## src/rtl/capi_put_pkg.sv

```systemverilog
// Shared PSL command/response codes, tag widths and the registered command record.
// Pure definitions: no latency, no flow control.
package capi_put_pkg;

  localparam int TAG_PFX_W = 3;
  localparam int PUT_TAG_W = 5;

  localparam logic [12:0] CAPI_WRITE_NA = 13'h0D00;
  localparam logic [12:0] CAPI_WRITE_MI = 13'h0D60;

  localparam logic [7:0] RSP_DONE      = 8'h00;
  localparam logic [7:0] RSP_LOCAL_REJ = 8'hFF;

  typedef logic [PUT_TAG_W-1:0] put_tag_t;

  typedef struct packed {
    logic [7:0]  ctag;
    logic        ctagpar;
    logic [12:0] com;
    logic        compar;
    logic [2:0]  cabt;
    logic [11:0] csize;
    logic [15:0] cch;
  } ah_cmd_t;

  // Odd parity: zero-extension does not change the result, so one width serves all fields.
  function automatic logic odd_par(input logic [15:0] d);
    return ~^d;
  endfunction

endpackage

```

## src/rtl/capi_put_tag_track.sv

```systemverilog
// Per-tag outstanding bitmap with running count and idle indication.
// Latency: set/clear visible the cycle after the request; no backpressure.
module capi_put_tag_track
  import capi_put_pkg::*;
(
  input  logic       clk,
  input  logic       reset_n,
  input  logic       set_v,
  input  put_tag_t   set_tag,
  input  logic       clr_v,
  input  put_tag_t   clr_tag,
  input  put_tag_t   pop_tag,
  output logic       pop_busy,
  input  put_tag_t   rsp_tag,
  output logic       rsp_busy,
  input  logic       cmd_vld_q,
  output logic [5:0] outst_cnt,
  output logic       idle
);

  logic [31:0] outst_q;
  logic [5:0]  cnt_q;

  assign pop_busy = outst_q[pop_tag];
  assign rsp_busy = outst_q[rsp_tag];

  // A set and a clear never target the same tag: set needs the bit low, clear needs it high.
  always_ff @(posedge clk or negedge reset_n) begin
    if (!reset_n) begin
      outst_q <= '0;
      cnt_q   <= '0;
    end else begin
      if (set_v) outst_q[set_tag] <= 1'b1;
      if (clr_v) outst_q[clr_tag] <= 1'b0;
      if (set_v && !clr_v)      cnt_q <= cnt_q + 6'd1;
      else if (clr_v && !set_v) cnt_q <= cnt_q - 6'd1;
    end
  end

  assign outst_cnt = cnt_q;
  assign idle      = (cnt_q == 6'd0) && !cmd_vld_q;

endmodule

```

## src/rtl/capi_put_cmd_issue.sv

```systemverilog
// Pops put descriptors and issues PSL write commands; retires ha_r* responses as per-tag done pulses.
// Latency: ah_cvalid 1 cycle after pop, done 1 cycle after response; pop stalls on zero credit or busy tag.
module capi_put_cmd_issue
  import capi_put_pkg::*;
#(
  parameter int         ea_width    = 65,
  parameter int         sid_width   = 2,
  parameter logic [2:0] tag_prefix  = 3'b101,
  parameter int         max_credits = 64
) (
  input  logic                 clk,
  input  logic                 reset_n,
  input  logic                 i_cmd_v,
  output logic                 o_cmd_r,
  input  logic [4:0]           i_cmd_tag,
  input  logic [9:0]           i_cmd_tsize,
  input  logic [ea_width-1:0]  i_cmd_ea,
  input  logic [sid_width-1:0] i_cmd_sid,
  input  logic                 i_cmd_f,
  input  logic [10:0]          i_cmd_aux,
  input  logic [9:0]           i_cmd_ctxt,
  input  logic                 i_croom_we,
  input  logic [7:0]           i_croom,
  output logic                 o_ah_cvalid,
  output logic [7:0]           o_ah_ctag,
  output logic                 o_ah_ctagpar,
  output logic [12:0]          o_ah_com,
  output logic                 o_ah_compar,
  output logic [2:0]           o_ah_cabt,
  output logic [ea_width-1:0]  o_ah_cea,
  output logic [11:0]          o_ah_csize,
  output logic [15:0]          o_ah_cch,
  input  logic                 i_ha_rvalid,
  input  logic [7:0]           i_ha_rtag,
  input  logic [7:0]           i_ha_response,
  input  logic [8:0]           i_ha_rcredits,
  output logic                 o_done_v,
  output logic [4:0]           o_done_tag,
  output logic                 o_done_sts,
  output logic [7:0]           o_done_resp,
  output logic                 o_unexp_rsp,
  output logic [5:0]           o_outst_cnt,
  output logic                 o_idle
);

  localparam logic [11:0] CRED_MAX = 12'(max_credits);

  logic [8:0]          credits_q, credits_d;
  logic [11:0]         cred_sum;
  logic                zero_size, tag_busy, rsp_busy, rsp_hit, issue;
  logic [7:0]          ctag_d;
  logic [12:0]         com_d;
  ah_cmd_t             cmd_q;
  logic [ea_width-1:0] cea_q;
  logic                cvalid_q;
  logic                done_v_q, done_sts_q, unexp_q;
  logic [4:0]          done_tag_q;
  logic [7:0]          done_resp_q;
  logic                unused_fields;

  assign unused_fields = ^{i_cmd_sid, i_cmd_aux[7:0]};

  // Zero-size rejects share the done port with responses, so they yield to ha_rvalid.
  assign zero_size = (i_cmd_tsize == 10'd0);
  assign o_cmd_r   = i_cmd_v & ~tag_busy & (zero_size ? ~i_ha_rvalid : (credits_q != 9'd0));
  assign issue     = o_cmd_r & ~zero_size;
  assign rsp_hit   = i_ha_rvalid & (i_ha_rtag[7:5] == tag_prefix) & rsp_busy;

  always_comb begin
    cred_sum = {3'b000, credits_q} - {11'd0, issue}
             + (i_ha_rvalid ? {{3{i_ha_rcredits[8]}}, i_ha_rcredits} : 12'd0);
    if (cred_sum[11])             credits_d = '0;
    else if (cred_sum > CRED_MAX) credits_d = CRED_MAX[8:0];
    else                          credits_d = cred_sum[8:0];
  end

  always_ff @(posedge clk or negedge reset_n) begin
    if (!reset_n)        credits_q <= '0;
    else if (i_croom_we) credits_q <= {1'b0, i_croom};
    else                 credits_q <= credits_d;
  end

  assign ctag_d = {tag_prefix, i_cmd_tag};
  assign com_d  = i_cmd_f ? CAPI_WRITE_MI : CAPI_WRITE_NA;

  always_ff @(posedge clk or negedge reset_n) begin
    if (!reset_n) begin
      cvalid_q <= 1'b0;
      cmd_q    <= '0;
      cea_q    <= '0;
    end else begin
      cvalid_q <= issue;
      if (issue) begin
        cmd_q <= '{ctag: ctag_d, ctagpar: odd_par({8'h00, ctag_d}),
                   com: com_d, compar: odd_par({3'b000, com_d}),
                   cabt: i_cmd_aux[10:8], csize: {2'b00, i_cmd_tsize},
                   cch: {6'b000000, i_cmd_ctxt}};
        cea_q <= i_cmd_ea;
      end
    end
  end

  always_ff @(posedge clk or negedge reset_n) begin
    if (!reset_n) begin
      done_v_q    <= 1'b0;
      done_tag_q  <= '0;
      done_sts_q  <= 1'b0;
      done_resp_q <= '0;
      unexp_q     <= 1'b0;
    end else begin
      done_v_q <= rsp_hit | (o_cmd_r & zero_size);
      unexp_q  <= unexp_q | (i_ha_rvalid & ~rsp_hit);
      if (rsp_hit) begin
        done_tag_q  <= i_ha_rtag[4:0];
        done_resp_q <= i_ha_response;
        done_sts_q  <= (i_ha_response != RSP_DONE);
      end else if (o_cmd_r && zero_size) begin
        done_tag_q  <= i_cmd_tag;
        done_resp_q <= RSP_LOCAL_REJ;
        done_sts_q  <= 1'b1;
      end
    end
  end

  capi_put_tag_track u_tag_track (
    .clk       (clk),
    .reset_n   (reset_n),
    .set_v     (issue),
    .set_tag   (i_cmd_tag),
    .clr_v     (rsp_hit),
    .clr_tag   (i_ha_rtag[4:0]),
    .pop_tag   (i_cmd_tag),
    .pop_busy  (tag_busy),
    .rsp_tag   (i_ha_rtag[4:0]),
    .rsp_busy  (rsp_busy),
    .cmd_vld_q (cvalid_q),
    .outst_cnt (o_outst_cnt),
    .idle      (o_idle)
  );

  assign o_ah_cvalid  = cvalid_q;
  assign o_ah_ctag    = cmd_q.ctag;
  assign o_ah_ctagpar = cmd_q.ctagpar;
  assign o_ah_com     = cmd_q.com;
  assign o_ah_compar  = cmd_q.compar;
  assign o_ah_cabt    = cmd_q.cabt;
  assign o_ah_cea     = cea_q;
  assign o_ah_csize   = cmd_q.csize;
  assign o_ah_cch     = cmd_q.cch;
  assign o_done_v     = done_v_q;
  assign o_done_tag   = done_tag_q;
  assign o_done_sts   = done_sts_q;
  assign o_done_resp  = done_resp_q;
  assign o_unexp_rsp  = unexp_q;

endmodule
```

## config.mk

```make
export PLATFORM = sky130hd
export DESIGN_NAME = capi_put_cmd_issue
export DESIGN_NICKNAME = d
export VERILOG_FILES = /design/src/rtl/capi_put_pkg.sv /design/src/rtl/capi_put_tag_track.sv /design/src/rtl/capi_put_cmd_issue.sv
export SDC_FILE = /design/constraint.sdc
export NUM_CORES = 1
export LEC_CHECK = 0
export ABC_AREA = 1
export BUFFER_PORTS_ARGS = -buffer_cell sky130_fd_sc_hd__buf_4
export CELL_PAD_IN_SITES_DETAIL_PLACEMENT = 0
export CELL_PAD_IN_SITES_GLOBAL_PLACEMENT = 1
export CORE_UTILIZATION = 39
export DETAILED_ROUTE_END_ITERATION = 8
export PLACE_DENSITY = 0.83
export SLEW_MARGIN = 5
export SYNTH_ARGS = -nofsm -noshare
export SYNTH_HDL_FRONTEND = slang
export SYNTH_HIERARCHICAL = 1
export SYNTH_SLANG_ARGS = --single-unit
```

## constraint.sdc

```tcl
create_clock -name clk -period 8.45 [get_ports clk]
set_input_delay 1.69 -clock clk [delete_from_list [all_inputs] [get_ports clk]]
set_output_delay 1.69 -clock clk [all_outputs]
set_load 0.01 [all_outputs]
```

==> run_results.csv, run 1 <==
group,metric,value,unit
clock_tree,htree_levels,4,
yosys,synth-seq-cells,160,
critical_path,critical_path.most_common_cell,"nand2_1",
global_routing,grt_pass1_vias,7439,
die,coreArea,21000,sq um
critical_path,cp-end-kind,"register",
clock_tree,clk_pin_slew_worst_paths,0.07,ns
power,clockPowerShare,30.1,%
die,io_pins,286,
routing,vias,8013,
routing,ant_nets,0,
power,power.leakage,5.94,nW
layout,nets,1478,
die,dieArea,21900,sq um
sta,setup_viol,0,
clock_tree,postCtsResizedCells,0,
power,switching_share,33.6,%
worst_hold_path,worstHoldPathType,"register to register",
yosys,synth.area.top_cells,"dfrtp_1 (48%), nand2_1 (18%), nand3_1 (10%), a21oi_1 (4.6%), inv_1 (3.3%)",
routing,via_per_inst,4.99,
layout,area_growth,31.7,%
power,power_frac_comb,30.2,%
run_status,status,"finished, final reports clean",
sta,fin_crit_sh,71.1,%
yosys,yosysWarnings,6,
yosys,async_flop_share,100,%
placement,gp_congestion,0.890,
clock_tree,cts_buffers,17,
sta,rsz0062_at_grt,"false",
critical_path,arrival,6.37,ns
sta,relSlewSlack,34.2,%
power,power.switching,0.000886,W
layout,fin_cells,1605,
placement,dp.cells,1573,
yosys,synth_edf_count,0,
sta,tightest_slew,0.987,ns
critical_path,crit_path_max_fanout,41,
global_routing,grt_pass1_wl,41500,microns
sta,slew_violations,0,
yosys,synthTopCellsByCount,"nand2_1 (403), nand3_1 (167), dfrtp_1 (160), a21oi_1 (76), inv_1 (72)",
yosys,ys_seq_area_share,48.2,%
die,die_w,148,microns
critical_path,cpPeakStageDelay,0.37,ns
clock_tree,clock-sinks,160,
clock_tree,root_buffer,"clkbuf_16",
clock_tree,cts_hold_buf,0,
yosys,synthCells,1081,
routing,wire_per_inst,16.9,microns
sta,max_freq,166,MHz
clock_tree,cts_tree,"built",
global_routing,antenna_found_initial,0,
clock_tree,clock_latency,0.43,ns
routing,first_pass_iters,5,
placement,dp_hpwl,19100,microns
job,cap_violations,0,
routing,drt_iter0_markers,588,
layout,fin_util,52.2,%
global_routing,grt_max_degree,93,
critical_path,criticalPathCategory,"input pin to register",
critical_path,worstPathRequired,8.82,ns
die,die_h,148,microns
yosys,yosysUniqueCellTypes,33,
clock_tree,postCtsSetupBuffers,0,
clock_tree,cts_buffer_depth,2,
routing,remaining_drc_errors,0,
die,rows,53,
layout,seq_area,4000,sq um
power,seq_power_share,39.7,%
sta,finalHoldViolations,0,
power,finalPower,0.00264,W
yosys,yosys.area.top_type,"dfrtp_1",
yosys,synth_top_area_share,48.2,%
layout,layout-drive-gt1-share,22.9,%
layout,multi_input_area,3710,sq um
yosys,syn_area,8310,sq um
power,power.internal,0.00175,W
routing,drt-total-wl,27100,microns
yosys,syn_area_per_cell,7.69,sq um
critical_path,slowest_stage,"inv_1",
yosys,synth_most_common_cell,"nand2_1",
sta,layout_min_cycle_time,6.01,ns
power,powerDensity,241,nW/um^2
layout,nFillCells,2069,
power,max-vdd-ir-drop,0.156,mV
critical_path,start_kind,"input pin",
placement,port_buffers,257,
sta,tns,0,ns
global_routing,overflow,0,
die,start_util,39.7,%
sta,skew,0.00939,ns
global_routing,track_usage,24.6,%
yosys,synth_ff_type,"dfrtp_1",
[through the flow]
stage,setup slack (ns),cell area (sq um),hold WS (ns)
global route,1.98,10900,0.485
global placement,2.07,10300,0.454
detailed placement,2.00,10300,0.459
finish,2.44,10900,0.471
CTS,2.44,10900,0.476
floorplan,3.08,8380,0.507
[cells in the final DEF, fill, tap and decap left out, types with 3 or more instances in the layout]
cell,count
ha_1,17
nor4_1,3
nand3_1,167
xor2_1,5
nand2_1,403
nor2_1,43
xnor2_1,8
inv_1,72
dfrtp_1,160
nor3_1,21
clkbuf_16,17
buf_4,264
conb_1,19
a21oi_1,76
nand4_1,7
a31oi_1,6
clkinv_4,3
o22a_1,6
inv_6,4
[final cells by class]
cell class              count  area share, %
diodes                      1         0.0229
inverters                  75           2.57
clock inverters            12           1.36
flip-flops and latches    160           36.6
clock buffers              19           4.14
well taps                 275           3.14
repair buffers            265           18.2
multi-input cells         798           34.0
[logic make-up after synthesis]
logic type / share of synthesized area (%)
flops: 48.2
buf+inv: 8.16
xor+xnor: 1.37
other cells: 0.0451
simple gates: 33.1
fa+ha+maj: 3.04
compound gates: 6.13
[worst paths after layout]
check,start,endpoint,slack (ns),cells after the start
max,i_cmd_tag[0],credits_q[3],2.44,30
min,o_ah_cea[32],o_ah_cea[32],0.47,2
max reg2reg,u_tag_track/outst_q[13],credits_q[3],3.83,28
min reg2reg,o_ah_cea[32],o_ah_cea[32],0.47,2
max in group asynchronous,reset_n,o_ah_cea[12],6.04,2
min in group asynchronous,reset_n,o_ah_cea[60],1.30,1
[state kept, by name, indices dropped and copies added, names as in the netlist, 3 cells and up]
register,count
o_ah_cea,65
u_tag_track/outst_q,32
o_ah_cch,10
o_ah_csize,10
credits_q,9
o_done_resp,8
u_tag_track/outst_cnt,6
o_ah_ctag,5
o_done_tag,5
o_ah_cabt,3
[critical path: cells and delay by family]
kind                     cells  cell delay, ns
AO/OA/AOI/OAI                3            0.46
XOR/XNOR                     1            0.16
AND/OR/NAND/NOR             20            2.34
adder cells (fa/ha/maj)      3            0.84
buffers and inverters        3            0.86
[metal layers]
layer  part of all wire (%)  GRT usage, %  routed length, microns
met4                    2.7          9.54                     743
met5                      0             0                       0
met3                    7.2          4.88                    1950
met2                     48          40.3                   13000
met1                     42          32.1                   11400
[power by group through the flow]
| stage | clock network (W) | logic (W) | registers (W) |
|---|---|---|---|
| final | 0.000794 | 0.000796 | 0.00105 |
| after global routing | 0.000841 | 0.000887 | 0.00107 |
| after floorplan | 0 | 0.000375 | 0.00110 |
| after detailed placement | 0 | 0.000800 | 0.00106 |
| after global placement | 0 | 0.000789 | 0.00105 |
| after CTS | 0.000809 | 0.000802 | 0.00105 |
Power figures use the tool's default switching activity.
==> inputs of run 2 (changes only) <==
ABC_AREA = 0   (was 1)
PLACE_DENSITY = 0.77   (was 0.83)
clock period = 5.64 ns   (was 8.45 ns; I/O delays follow)
==> run_results.csv, run 2 <==
group,metric,value,unit
placement,dp_slack,0.0262,ns
worst_hold_path,worstHoldPathType,"register to register",
die,rows,51,
yosys,synth_most_common_cell,"dfrtp_1",
global_routing,grt_pass1_wl,31700,microns
critical_path,cp-end-kind,"register",
clock_tree,clock-sinks,160,
power,clockPowerShare,26.3,%
sta,tns,0,ns
sta,slew_violations,0,
global_routing,grt_pass1_vias,5900,
critical_path,worstPathRequired,5.94,ns
yosys,async_flop_share,100,%
power,power.leakage,4.97,nW
power,max-vdd-ir-drop,0.219,mV
critical_path,arrival,5.45,ns
layout,final_common_cell,"buf_4",
layout,final_cell_mix,"buf_4 (269), dfrtp_1 (160), mux2_2 (79)",
clock_tree,clock_latency,0.42,ns
sta,rsz0062_at_grt,"false",
clock_tree,postCtsSetupBuffers,0,
job,cap_violations,0,
yosys,syn_area_per_cell,12.2,sq um
sta,max_freq,194,MHz
yosys,yosys.area.top_type,"dfrtp_1",
yosys,synthTopCellsByCount,"dfrtp_1 (160), mux2_2 (79), a21oi_1 (72), nand2_1 (39), buf_4 (30)",
yosys,synth_top_area_share,50.5,%
routing,first_pass_iters,5,
layout,area_growth,34.6,%
clock_tree,cts_buffer_depth,2,
clock_tree,postCtsResizedCells,0,
power,power_frac_comb,35.1,%
clock_tree,cts_hold_buf,0,
routing,ant_nets,0,
run_status,status,"finished, final reports clean",
critical_path,crit_path_max_fanout,11,
die,die_w,145,microns
die,io_pins,286,
layout,insertedDiodeCount,0,
die,dieArea,20900,sq um
yosys,yosysUniqueCellTypes,56,
global_routing,track_usage,20.1,%
placement,gp_congestion,0.881,
power,switching_share,32.2,%
yosys,yosysWarnings,6,
global_routing,overflow,0,
power,power.switching,0.00144,W
layout,largest_reg_flops,65,
die,die_h,145,microns
global_routing,grt_max_degree,68,
layout,final_design_area_no_fill,10700,sq um
placement,port_buffers,257,
routing,drt-total-wl,21100,microns
layout,nets,1068,
placement,dp_hpwl,15600,microns
routing,drt_iter0_markers,263,
yosys,ys_seq_area_share,50.5,%
sta,tightest_slew,1.23,ns
clock_tree,htree_levels,4,
sta,layout_min_cycle_time,5.15,ns
sta,relSlewSlack,17.8,%
routing,wire_per_inst,17.8,microns
sta,setup_viol,0,
critical_path,start_kind,"input pin",
yosys,synth_edf_count,0,
sta,skew,0.00892,ns
routing,vias,6047,
critical_path,criticalPathCategory,"input pin to register",
routing,via_per_inst,5.10,
sta,finalHoldViolations,0,
clock_tree,cts_buffers,17,
routing,remaining_drc_errors,0,
yosys,synth-seq-cells,160,
power,powerDensity,419,nW/um^2
clock_tree,root_buffer,"clkbuf_16",
yosys,syn_area,7930,sq um
layout,layout-drive-gt1-share,43.3,%
global_routing,antenna_found_initial,0,
yosys,synth_ff_type,"dfrtp_1",
yosys,synthCells,648,
yosys,synth.area.top_cells,"dfrtp_1 (50%), mux2_2 (11%), mux4_1 (5.3%), a21oi_1 (4.5%), buf_4 (2.8%)",
die,coreArea,19700,sq um
placement,placed_area,10100,sq um
die,start_util,40.2,%
sta,fin_crit_sh,91.2,%
clock_tree,clk_pin_slew_worst_paths,0.07,ns
power,seq_power_share,38.5,%
power,power.internal,0.00303,W
sta,setup_ws,0.495,ns
clock_tree,cts_tree,"built",
-- run 2: power by group through the flow --
stage	clock [W]	combinational [W]	sequential, W
4_1_cts	0.00121	0.00159	0.00173
3_5_place_dp	0	0.00159	0.00175
6_report	0.00118	0.00157	0.00173
5_1_grt	0.00126	0.00172	0.00178
3_3_place_gp	0	0.00157	0.00173
2_1_floorplan	0	0.000759	0.00184
-- run 2: stage by stage --
stage	util [%]	hold slack, ns	instances	power [W]
6_report	54.1	0.476	1185	0.00448
5_1_grt	54.1	0.515	1185	0.00476
4_1_cts	54.1	0.485	1185	0.00453
3_5_place_dp	51.1	0.465	1153	0.00333
3_3_place_gp	51.1	0.444	1153	0.00330
2_1_floorplan	-	0.493	666	0.00260
-- run 2: logic make-up (layout without fill, tap and decap cells) --
kind of cell | Yosys count | after routing | synth area share [%]
buffers and inverters | 61 | 315 | 5.03
flip-flops | 160 | 160 | 50.5
AO/OA/AOI/OAI | 126 | 126 | 9.51
AND/OR/NAND/NOR | 142 | 142 | 9.76
other | 1 | 19 | 0.0473
adder cells (fa/ha/maj) | 19 | 19 | 3.19
XOR/XNOR | 20 | 20 | 2.21
multiplexers | 119 | 119 | 19.8
-- run 2: layout make-up --
class,instances,area [sq um]
fillers,1701,9040
multi-input cells,445,3660
repair buffers,270,2030
clock inverters,15,173
flip-flops and latches,160,4000
well taps,265,332
clock buffers,17,425
inverters,13,53.8
-- run 2: path summary, 6_finish.rpt --
kind	depth (start not counted)	startpoint	endpoint	slack [ns]
worst min-delay path	1	o_unexp_rsp	o_unexp_rsp	0.48
max in group asynchronous	2	reset_n	o_ah_cea[42]	3.73
worst min register to register	1	o_unexp_rsp	o_unexp_rsp	0.48
worst max-delay path	20	i_cmd_tag[2]	credits_q[0]	0.49
worst max register to register	19	u_tag_track/outst_q[23]	credits_q[0]	1.07
min in group asynchronous	1	reset_n	u_tag_track/outst_q[31]	0.70
-- run 2: routing by layer --
| layer | vias up | GRT usage (%) | routed length (microns) |
|---|---|---|---|
| li1 | 2860 | - | - |
| met1 | 2936 | 25.1 | 8810 |
| met2 | 230 | 34.3 | 10600 |
| met3 | 21 | 4.40 | 1390 |
| met4 | 0 | 7.15 | 329 |
| met5 | - | 0 | 0 |
-- run 2: critical path, cell delays in order --
cell	delay (ns)
buf_4	0.19
mux4_1	0.59
mux2i_1	0.16
nor3b_1	0.06
or4_1	0.46
nand2b_4	0.17
nand3b_4	0.18
inv_6	0.08
ha_4	0.13
ha_4	0.13
nand2b_1	0.09
nor2_1	0.14
xor2_1	0.16
ha_1	0.33
a21o_1	0.22
a2111oi_0	0.35
or3b_1	0.40
o311a_1	0.20
o211ai_1	0.16
o31ai_1	0.12
